===== src/rtl/aes_xts_sector_sequencer.sv =====
// Upstream sequencer for the AES-XTS block-operation stage: loads the key pair,
// opens sectors with tweak/mode, and pushes one numbered block at a time through the op.
module aes_xts_sector_sequencer #(
    parameter int SECTOR_BLOCKS = 32,
    parameter int START_TIMEOUT = 4
) (
    input  logic         inClk,
    input  logic         inRstN,
    input  logic         inKeyWr,
    input  logic [511:0] inKeyData,
    input  logic         inValid,
    output logic         inReady,
    input  logic [127:0] inData,
    input  logic         inSof,
    input  logic [127:0] inTweak,
    input  logic         inMode,
    output logic         outValid,
    input  logic         outReady,
    output logic [127:0] outData,
    output logic         outLast,
    output logic         outErr,
    output logic         outOpKeyWr,
    output logic [511:0] outOpKeyData,
    output logic         outOpAesMode,
    output logic         outOpDataWr,
    output logic [127:0] outOpData,
    output logic         outOpTweakWr,
    output logic [127:0] outOpTweak,
    output logic         outOpBlockNrWr,
    output logic [127:0] outOpBlockNr,
    input  logic [127:0] inOpData,
    input  logic         inOpKeysReady,
    input  logic         inOpBusy
);

    localparam logic [2:0] S_NOKEY   = 3'd0;
    localparam logic [2:0] S_KEYWAIT = 3'd1;
    localparam logic [2:0] S_READY   = 3'd2;
    localparam logic [2:0] S_WSTART  = 3'd3;
    localparam logic [2:0] S_WDONE   = 3'd4;
    localparam logic [2:0] S_OUT     = 3'd5;

    localparam int TMO_W = $clog2(START_TIMEOUT + 1);

    logic [2:0]       state_q, state_d;
    logic [511:0]     key_q, key_d;
    logic             opKeyWr_q, opKeyWr_d;
    logic             err_q, err_d;
    logic             mode_q, mode_d;
    logic [127:0]     tweak_q, tweak_d;
    logic [7:0]       cnt_q, cnt_d;
    logic             sectorOpen_q, sectorOpen_d;
    logic             opDataWr_q, opDataWr_d;
    logic [127:0]     opData_q, opData_d;
    logic             opTweakWr_q, opTweakWr_d;
    logic             opBlockNrWr_q, opBlockNrWr_d;
    logic [TMO_W-1:0] tmo_q, tmo_d;
    logic [127:0]     outData_q, outData_d;
    logic             outLast_q, outLast_d;
    logic             outValid_q, outValid_d;
    logic             keyLoad;

    always_comb begin
        state_d       = state_q;
        key_d         = key_q;
        opKeyWr_d     = 1'b0;
        err_d         = err_q;
        mode_d        = mode_q;
        tweak_d       = tweak_q;
        cnt_d         = cnt_q;
        sectorOpen_d  = sectorOpen_q;
        opDataWr_d    = 1'b0;
        opData_d      = opData_q;
        opTweakWr_d   = 1'b0;
        opBlockNrWr_d = 1'b0;
        tmo_d         = tmo_q;
        outData_d     = outData_q;
        outLast_d     = outLast_q;
        outValid_d    = outValid_q;

        // Key reload is only safe when no sector is mid-flight; elsewhere it is flagged.
        keyLoad = inKeyWr && ((state_q == S_NOKEY) ||
                              ((state_q == S_READY) && !sectorOpen_q));

        case (state_q)
            S_NOKEY: ;
            S_KEYWAIT: begin
                if (inOpKeysReady) begin
                    state_d = S_READY;
                end
            end
            S_READY: begin
                if (inValid && !keyLoad) begin
                    if (inSof) begin
                        tweak_d       = inTweak;
                        mode_d        = inMode;
                        cnt_d         = 8'd0;
                        sectorOpen_d  = 1'b1;
                        opTweakWr_d   = 1'b1;
                        opBlockNrWr_d = 1'b1;
                        opDataWr_d    = 1'b1;
                        opData_d      = inData;
                        tmo_d         = '0;
                        state_d       = S_WSTART;
                    end else if (sectorOpen_q) begin
                        opBlockNrWr_d = 1'b1;
                        opDataWr_d    = 1'b1;
                        opData_d      = inData;
                        tmo_d         = '0;
                        state_d       = S_WSTART;
                    end else begin
                        err_d = 1'b1;
                    end
                end
            end
            S_WSTART: begin
                if (inOpBusy) begin
                    state_d = S_WDONE;
                end else if (tmo_q == TMO_W'(START_TIMEOUT - 1)) begin
                    err_d        = 1'b1;
                    sectorOpen_d = 1'b0;
                    state_d      = S_READY;
                end else begin
                    tmo_d = tmo_q + 1'b1;
                end
            end
            S_WDONE: begin
                if (!inOpBusy) begin
                    outData_d  = inOpData;
                    outLast_d  = (cnt_q == 8'(SECTOR_BLOCKS - 1));
                    outValid_d = 1'b1;
                    state_d    = S_OUT;
                end
            end
            S_OUT: begin
                if (outReady) begin
                    outValid_d = 1'b0;
                    if (outLast_q) begin
                        sectorOpen_d = 1'b0;
                        cnt_d        = 8'd0;
                    end else begin
                        cnt_d = cnt_q + 8'd1;
                    end
                    state_d = S_READY;
                end
            end
            default: state_d = S_NOKEY;
        endcase

        if (keyLoad) begin
            key_d     = inKeyData;
            opKeyWr_d = 1'b1;
            err_d     = 1'b0;
            state_d   = S_KEYWAIT;
        end else if (inKeyWr) begin
            err_d = 1'b1;
        end
    end

    always_ff @(posedge inClk or negedge inRstN) begin
        if (!inRstN) begin
            state_q       <= S_NOKEY;
            key_q         <= '0;
            opKeyWr_q     <= 1'b0;
            err_q         <= 1'b0;
            mode_q        <= 1'b0;
            tweak_q       <= '0;
            cnt_q         <= '0;
            sectorOpen_q  <= 1'b0;
            opDataWr_q    <= 1'b0;
            opData_q      <= '0;
            opTweakWr_q   <= 1'b0;
            opBlockNrWr_q <= 1'b0;
            tmo_q         <= '0;
            outData_q     <= '0;
            outLast_q     <= 1'b0;
            outValid_q    <= 1'b0;
        end else begin
            state_q       <= state_d;
            key_q         <= key_d;
            opKeyWr_q     <= opKeyWr_d;
            err_q         <= err_d;
            mode_q        <= mode_d;
            tweak_q       <= tweak_d;
            cnt_q         <= cnt_d;
            sectorOpen_q  <= sectorOpen_d;
            opDataWr_q    <= opDataWr_d;
            opData_q      <= opData_d;
            opTweakWr_q   <= opTweakWr_d;
            opBlockNrWr_q <= opBlockNrWr_d;
            tmo_q         <= tmo_d;
            outData_q     <= outData_d;
            outLast_q     <= outLast_d;
            outValid_q    <= outValid_d;
        end
    end

    assign inReady        = (state_q == S_READY);
    assign outValid       = outValid_q;
    assign outData        = outData_q;
    assign outLast        = outLast_q;
    assign outErr         = err_q;
    assign outOpKeyWr     = opKeyWr_q;
    assign outOpKeyData   = key_q;
    assign outOpAesMode   = mode_q;
    assign outOpDataWr    = opDataWr_q;
    assign outOpData      = opData_q;
    assign outOpTweakWr   = opTweakWr_q;
    assign outOpTweak     = tweak_q;
    assign outOpBlockNrWr = opBlockNrWr_q;
    assign outOpBlockNr   = {120'b0, cnt_q};

endmodule


===== config.mk =====
export PLATFORM = sky130hd
export DESIGN_NAME = aes_xts_sector_sequencer
export DESIGN_NICKNAME = d
export VERILOG_FILES = /design/src/rtl/aes_xts_sector_sequencer.sv
export SDC_FILE = /design/constraint.sdc
export NUM_CORES = 1
export LEC_CHECK = 0
export ABC_AREA = 1
export BUFFER_PORTS_ARGS = -buffer_cell sky130_fd_sc_hd__buf_2
export CAP_MARGIN = 20
export CORE_AREA = 2 2 763 765
export CTS_CLUSTER_DIAMETER = 120
export DETAILED_ROUTE_END_ITERATION = 10
export DIE_AREA = 0 0 765 767
export GPL_TIMING_DRIVEN = 0
export PLACE_DENSITY_LB_ADDON = 0.08
export SYNTH_ARGS = -nofsm -noshare
export SYNTH_HDL_FRONTEND = slang
export SYNTH_SLANG_ARGS = --single-unit

===== constraint.sdc =====
create_clock -name inClk -period 1.6 [get_ports inClk]
set_input_delay 0 -clock inClk [delete_from_list [all_inputs] [get_ports inClk]]
set_output_delay 0 -clock inClk [all_outputs]
set_load 0.02 [all_outputs]

==> results of run 1 <==
-- worst max-delay path, cell delays in order, from the launching register on --
cell,delay (ps)
dfrtp_1,380
buf_6,140
nor2_1,110
nand2_2,100
nor2_4,250
buf_8,200
buf_2,240
nand2_1,250
nand2_1,140
-- cell usage after synthesis, drive strengths merged --
library cell	n	share of area, %
nand2	2738	29
dfrtp	918	64
buf	299	5.1
inv	24	0.25
clkbuf	22	0.23
nand3	19	0.29
o21ai	19	0.27
nor2	16	0.22
nand4	7	0.12
ha	3	0.11
or2	3	0.053
a21oi	2	0.028
o21bai	2	0.042
a21boi	1	0.021
a21o	1	0.021
conb	1	0.011
nand3b	1	0.021
nor3	1	0.014
-- metrics by stage --
| step | power (W) | util (%) | instances | cell area (um2) |
|---|---|---|---|---|
| after CTS | 0.1486 | 13.82 | 15870 | 80020 |
| after floorplan | 0.06679 | - | 4196 | 36140 |
| after detailed placement | 0.1047 | 9.537 | 13780 | 55230 |
| after global routing | 0.1541 | 14.03 | 15930 | 81250 |
| after global placement | 0.1052 | 9.487 | 13770 | 54940 |
| final | 0.1440 | 14.04 | 15960 | 81330 |
-- placed cells by master, fill, tap and decap left out, types with 10 or more instances in the layout --
master         synthesis  final
nand2_1             2737   2581
buf_2                162   1823
dlygate4sd3_1          0   1789
dfrtp_1              918    914
buf_4                134    205
clkbuf_16              0    169
conb_1                 1    120
nand2_2                0    116
diode_2                0     63
buf_6                  0     54
clkbuf_1              22     49
nand2_4                1     33
clkbuf_8               0     32
buf_12                 0     30
buf_16                 0     27
buf_8                  0     22
clkbuf_4               0     17
o21ai_0               19     15
inv_1                 19     14
nand3_1               17     14
clkinv_2               0     11
clkinv_4               0     10
-- cell type report --
class,instances,area share (%)
clock inverters,36,0.4723
repair buffers,3672,34.88
multi-input cells,2933,14.66
inverters,24,0.1646
repair inverters,1,0.02000
flip-flops and latches,918,28.25
clock buffers,236,5.615
well taps,7755,11.93
diodes,63,0.1938
plain buffers,321,3.809
-- per-layer routing --
| layer | vias up | track usage (%) | part of all wire (%) |
|---|---|---|---|
| li1 | 20150 | - | - |
| met1 | 21060 | 13.72 | 40 |
| met2 | 1659 | 20.39 | 48 |
| met3 | 400 | 4.238 | 8.8 |
| met4 | 46 | 3.519 | 3.3 |
| met5 | - | 0 | 0.080 |
-- power by group through the flow --
stage	registers, W	logic [W]	clock network, W
2_1_floorplan	0.0532	0.0136	0
3_3_place_gp	0.0427	0.0625	0
3_5_place_dp	0.0424	0.0623	0
4_1_cts	0.0424	0.0696	0.0366
5_1_grt	0.0436	0.0734	0.0371
6_report	0.0421	0.0674	0.0345
-- state kept, by name, summed over array words and instances, names as in the netlist, 3 cells and up --
signal / count
cnt_q: 8
outOpData: 128
outOpKeyData: 512
outData: 128
tmo_q: 3
state_q: 3
outOpTweak: 128
-- cells by family after synthesis --
| kind of cell | after synthesis |
|---|---|
| flops | 918 |
| other cells | 1 |
| simple gates | 2785 |
| buf+inv | 345 |
| fa+ha+maj | 3 |
| compound gates | 25 |
-- worst min-delay path by stage --
stage | from | to | slack (ps) | depth (start not counted)
after CTS | inRstN | outOpTweakWr | -1030 | 1
after global routing | inRstN | outOpTweakWr | -1000 | 1
after detailed placement | inRstN | outOpTweakWr | -30 | 1
final | inRstN | outOpTweakWr | -950 | 1
after floorplan | inRstN | cnt_q[0] | -300 | 0
after global placement | inData[23] | outOpData[23] | 200 | 3
-- what timing repair did --
item                       4_1_cts  5_1_grt
hold buffers                  1787        4
cloned                          11       10
setup endpoints to repair     1443     1360
pin swaps                       13       22
resized for setup              451      228
hold endpoints to repair      1204      296
setup buffers                   18       16
==> flow_metrics.py, run 1 <==
metrics = {
    "power_and_ir_drop": {
        "p_comb_share_pct": 46.8,
        "p_switching_w": 0.06936,
        "p_int_w": 0.07463,
        "p_clk_share_pct": 24.0,
        "swShare_pct": 48.17,
        "peakVddDrop_mv": 0.7808,
        "power_density_mw_per_mm2": 1770,
        "power_frac_seq_pct": 29.3,
        "leakage_nw": 40.21,
    },
    "hold_path": {
        "hp-class": "in2async",
    },
    "floorplan": {
        "coreArea_mm2": 0.5791,
        "die_area_mm2": 0.5868,
        "row_count": 280,
        "fp.dieW_um": 765,
        "start_util_pct": 6.163,
        "io_pins": 1938,
        "die-height_um": 767,
    },
    "timing": {
        "finalSetupTns_ps": -121300,
        "setup_viol": 927,
        "finClkSkew_ps": 53.73,
        "rsz0062_at_grt": "yes",
        "slew_headroom_pct": 25.55,
        "worst_pin_slew_ps": 1117,
        "min_period_over_period_pct": 117.8,
        "hold_ws_ps": -953.3,
        "fmax_mhz": 530.5,
        "layout_setup_ws_ps": -284.9,
        "fin_crit_ps": 1885,
        "finalHoldViolCount": 246,
        "slew_violations": 0,
    },
    "critical_path": {
        "startpoint_type": "flip-flop",
        "critPathMaxFanout": 10,
        "crit_type": "reg2reg",
        "cp-startpoint": "state_q[0]",
        "crit_path_end_kind": "flip-flop",
        "critPathCapture": "outData[35]",
        "r2r_slack_ps": -280,
        "rr_worst_depth": 8,
        "rr_endpoint": "outData[35]",
        "r2r-start": "state_q[0]",
        "cp.required_ps": 2390,
        "crit_arrival_ps": 2670,
    },
    "yosys": {
        "yosys_warnings": 0,
        "syn_inst": 4077,
        "synth-simple-area-share_pct": 29.54,
        "synthMuxAreaShare_pct": 0,
        "synth-seq-cells": 918,
        "yosysSeqAreaShare_pct": 64.36,
        "synth-adder-area-share_pct": 0.1052,
        "synth_top_family_by_area": "simple AND/OR/NAND/NOR gates",
        "synth_compound_area_share_pct": 0.3786,
        "syn_avg_cell_area_um2": 8.755,
        "synth_xor_area_share_pct": 0,
        "synth_cell_types": 25,
        "synth_area_mm2": 0.03569,
    },
    "global_route": {
        "grt_max_degree": 118,
        "grt_pass1_wl_um": 464600,
        "grt_antenna_before_repair": 118,
        "grt_pass1_vias": 46130,
        "overflow": 0,
        "track_usage_pct": 11.86,
    },
    "clock_network": {
        "cts_tree": "done",
        "path_clk_slew_ps": 60,
        "htree_levels": 4,
        "clockBufferDepth": 4,
        "clock_latency_ps": 850,
        "cts.sinks": 918,
        "numCtsBuffers": 156,
        "cts-root-buf": "clkbuf_16",
    },
    "layout": {
        "nFillCells": 66680,
        "multi_input_area_mm2": 0.01193,
        "regArea_mm2": 0.02298,
        "area_growth_pct": 127.9,
        "layout.nets": 8935,
        "drive_gt1_share_pct": 32.13,
    },
    "routing": {
        "wl_um": 363600,
        "wl_per_cell_um": 22.78,
        "drtIter0Drc": 1952,
        "vias_per_cell": 2.714,
        "antenna_left": 0,
        "post-route-drc-count": 0,
        "vias": 43310,
        "first_pass_iters": 4,
    },
    "place": {
        "gp_congestion": 0.9157,
        "numPortBuffers": 1817,
        "pre_cts_ws_ps": -2183,
        "dp_hpwl_um": 303200,
    },
    "flow_run": {
        "max-cap-violations": 0,
    },
    "outcome": {
        "status": "finished with violations",
        "violations": "hold timing, setup timing",
    },
}
No activity file was read; power rests on OpenSTA's default activity.
==> run 2: changes to the inputs <==
--- a/config.mk
+++ b/config.mk
@@ -5,13 +5,13 @@
 export SDC_FILE = /design/constraint.sdc
 export NUM_CORES = 1
 export LEC_CHECK = 0
-export ABC_AREA = 1
+export ABC_AREA = 0
 export BUFFER_PORTS_ARGS = -buffer_cell sky130_fd_sc_hd__buf_2
 export CAP_MARGIN = 20
-export CORE_AREA = 2 2 763 765
+export CORE_AREA = 2 2 746 748
 export CTS_CLUSTER_DIAMETER = 120
 export DETAILED_ROUTE_END_ITERATION = 10
-export DIE_AREA = 0 0 765 767
+export DIE_AREA = 0 0 748 750
 export GPL_TIMING_DRIVEN = 0
 export PLACE_DENSITY_LB_ADDON = 0.08
 export SYNTH_ARGS = -nofsm -noshare
==> run 2 against run 1 <==
The flow still finishes with violations (hold timing, setup timing); wire length is 8.3% higher; combinational power is 13% higher; synthesized cell count is 21% lower; count of clock-buffer cells in the layout is 8 lower; largest power group unchanged.
==> flow_metrics.py, run 2 <==
metrics = {
    "yosys": {
        "synth_edf_count": 0,
        "synth_area_mm2": 0.03531,
        "synth_cell_types": 39,
        "synth_most_common_cell": "nand2_1",
        "syn_avg_cell_area_um2": 10.97,
        "synth_common_cells": "1539 x nand2_1, 918 x dfrtp_1, 298 x mux2_2",
        "async_flop_share_pct": 100.0,
        "synth_ff_type": "dfrtp_1",
        "ys_top_cells_by_area": "dfrtp_1 65%, nand2_1 16%, mux2_2 9.5%",
        "yosysTopAreaCellShare_pct": 65.06,
        "synth_largest_area_cell": "dfrtp_1",
        "yosys_warnings": 0,
        "yosysSeqAreaShare_pct": 65.06,
        "synth-seq-cells": 918,
        "syn_inst": 3218,
    },
    "place": {
        "gp_congestion": 0.9452,
        "numPortBuffers": 1817,
        "dp_hpwl_um": 334400,
        "placed_area_mm2": 0.05453,
    },
    "critical_path": {
        "crit_path_end_kind": "flip-flop",
        "cp.required_ps": 2410,
        "slowest_delay_ps": 370,
        "critical_path.cell_chain": "buf_6, nor2_4, nand3_4, buf_12, clkinvlp_4, buf_12, buf_16, buf_12, buf_16, buf_12, buf_12, nand2_4, nand2_1",
        "crit_type": "reg2reg",
        "crit_path_top_delay_cell": "dfrtp_1",
        "rr_endpoint": "outOpKeyData[98]",
        "r2r-start": "state_q[0]",
        "crit_top_cell": "buf_12",
        "rr_worst_depth": 13,
        "critPathMaxFanout": 7,
        "crit_arrival_ps": 2950,
        "critPathTopFamily": "buffers and inverters",
        "r2r_slack_ps": -540,
        "startpoint_type": "flip-flop",
        "critPathBufInv": 9,
    },
    "routing": {
        "drtIter0Drc": 1548,
        "first_pass_iters": 5,
        "wl_um": 393600,
        "vias_per_cell": 2.753,
        "wl_per_cell_um": 26.91,
        "antenna_left": 0,
        "vias": 40260,
        "post-route-drc-count": 0,
    },
    "clock_network": {
        "cts_tree": "done",
        "path_clk_slew_ps": 60,
        "htree_levels": 4,
        "numCtsBuffers": 158,
        "clockBufferDepth": 4,
        "cts-root-buf": "clkbuf_16",
        "clock_latency_ps": 880,
        "cts.sinks": 918,
    },
    "timing": {
        "slew_headroom_pct": 36.66,
        "rsz0062_at_grt": "yes",
        "finalHoldViolCount": 235,
        "fin_crit_ps": 2141,
        "min_period_over_period_pct": 133.8,
        "setup_viol": 1051,
        "finClkSkew_ps": 53.20,
        "worst_pin_slew_ps": 950.1,
        "layout_setup_ws_ps": -541.4,
        "slew_violations": 0,
        "fmax_mhz": 467.0,
        "hold_ws_ps": -964.4,
        "finalSetupTns_ps": -331070,
    },
    "layout": {
        "area_growth_pct": 132.6,
        "drive_gt1_share_pct": 43.35,
        "final_cell_mix": "1821 x buf_2, 1707 x dlygate4sd3_1, 1222 x nand2_1, 916 x dfrtp_1, 295 x mux2_2",
        "final_util_pct": 14.82,
        "fin_area_mm2": 0.08213,
        "largest_register_ffs": 512,
        "final_common_cell": "buf_2",
        "layout.nets": 8046,
    },
    "floorplan": {
        "die-height_um": 750,
        "fp.dieW_um": 748,
        "coreArea_mm2": 0.5540,
        "row_count": 274,
        "die_area_mm2": 0.5610,
        "start_util_pct": 6.373,
        "io_pins": 1938,
    },
    "power_and_ir_drop": {
        "p_int_w": 0.07997,
        "p_comb_share_pct": 49.8,
        "swShare_pct": 47.78,
        "power_frac_seq_pct": 26.7,
        "peakVddDrop_mv": 0.9108,
        "power_density_mw_per_mm2": 1865,
        "p_switching_w": 0.07318,
        "p_clk_share_pct": 23.4,
        "leakage_nw": 39.33,
    },
    "global_route": {
        "grt_antenna_before_repair": 184,
        "grt_pass1_wl_um": 488900,
        "grt_max_degree": 121,
        "grt_pass1_vias": 43070,
        "overflow": 0,
        "track_usage_pct": 13.40,
    },
    "outcome": {
        "status": "finished with violations",
        "violations": "hold timing, setup timing",
    },
    "hold_path": {
        "hp-class": "in2async",
    },
    "flow_run": {
        "max-cap-violations": 0,
    },
}
[run 2: cell types whose count changed after synthesis, moves of 4 or more]
| cell | delta |
|---|---|
| nor2b_1 | +5 |
| buf_4 | -13 |
| inv_2 | -5 |
| a211oi_1 | +4 |
| buf_2 | -73 |
| nand3_1 | -11 |
| inv_1 | -10 |
| mux2_2 | +298 |
| nand2_1 | -1198 |
| nand4_1 | -5 |
| mux2_1 | +89 |
| clkbuf_1 | +47 |
| o21ai_0 | -9 |
| o31ai_1 | +8 |
[run 2: worst max path at each step]
stage                          start           endpoint  slack, ps  depth (start not counted)
final                     state_q[0]   outOpKeyData[98]       -540                         13
after detailed placement  state_q[2]  outOpKeyData[135]      -2410                         10
after CTS                 state_q[2]    outOpTweak[106]       -600                          8
after global routing      state_q[0]   outOpKeyData[91]       -620                         12
after floorplan           state_q[0]    outOpTweak[100]       -250                          6
after global placement        inRstN  outOpKeyData[160]     -25790                          1
[run 2: repair_timing]
action                                   CTS  global route
cloned                                    16            29
endpoints found under the hold margin   1190           385
resized for setup                        571           395
pin swaps                                 84            59
buffers inserted                          40            24
hold buffers                            1703            11
endpoints found under the setup margin  1374          1385
[run 2: per-layer routing]
layer | up-vias | global-route usage, % | part of all wire, % | wire (um)
met5 | - | 0 | 0.092 | 362
met4 | 58 | 3.038 | 2.5 | 9792
met3 | 429 | 6.855 | 12 | 46060
met2 | 1770 | 22.25 | 47 | 183200
met1 | 20060 | 15.27 | 39 | 154100
li1 | 17940 | - | - | -
[run 2: final cells by class]
class	instances	area [um2]
Antenna cell	52	130.1
Inverter	9	37.54
Fill cell	62960	471900
Buffer	277	2829
Tap cell	7314	9151
Multi-Input combinational cell	2128	13220
Clock inverter	52	620.6
Clock buffer	228	4588
Timing Repair Buffer	3646	28580
Sequential cell	918	22970
[run 2: through the flow]
stage	setup WS [ps]	power [W]	hold WS, ps	cells
floorplan	-251.6	0.06791	-295.6	3337
global placement	-25790	0.1085	197.3	12470
detailed placement	-2409	0.1081	-9.735	12480
CTS	-598.2	0.1555	-1040	14520
global route	-622.3	0.1635	-1010	14590
finish	-541.4	0.1532	-964.4	14620
[run 2: cell families (layout without fill, tap and decap cells)]
family          Yosys count  in the layout  share of synthesized area, %
flops                   918            918                         65.06
simple gates           1578           1578                         17.01
other cells               1            172                       0.01062
fa+ha+maj                 3              3                        0.1063
buf+inv                 291           4212                         4.695
mux                     387            387                         12.34
compound gates           40             40                        0.7761
[run 2: power groups by stage]
stage          sequential (W)  combinational, W  clock, W
3_5_place_dp           0.0414            0.0668         0
6_report               0.0409            0.0763    0.0359
2_1_floorplan          0.0533            0.0146         0
3_3_place_gp           0.0416            0.0670         0
5_1_grt                0.0425            0.0825    0.0385
4_1_cts                0.0412            0.0762    0.0381
[run 2: worst reg2reg max path: stages (launching register included)]
cell        delay [ps]
dfrtp_1            370
buf_6              130
nor2_4             120
nand3_4             90
buf_12             160
clkinvlp_4         110
buf_12             100
buf_16             140
buf_12             150
buf_16             170
buf_12             290
buf_12             140
nand2_4             40
nand2_1             50
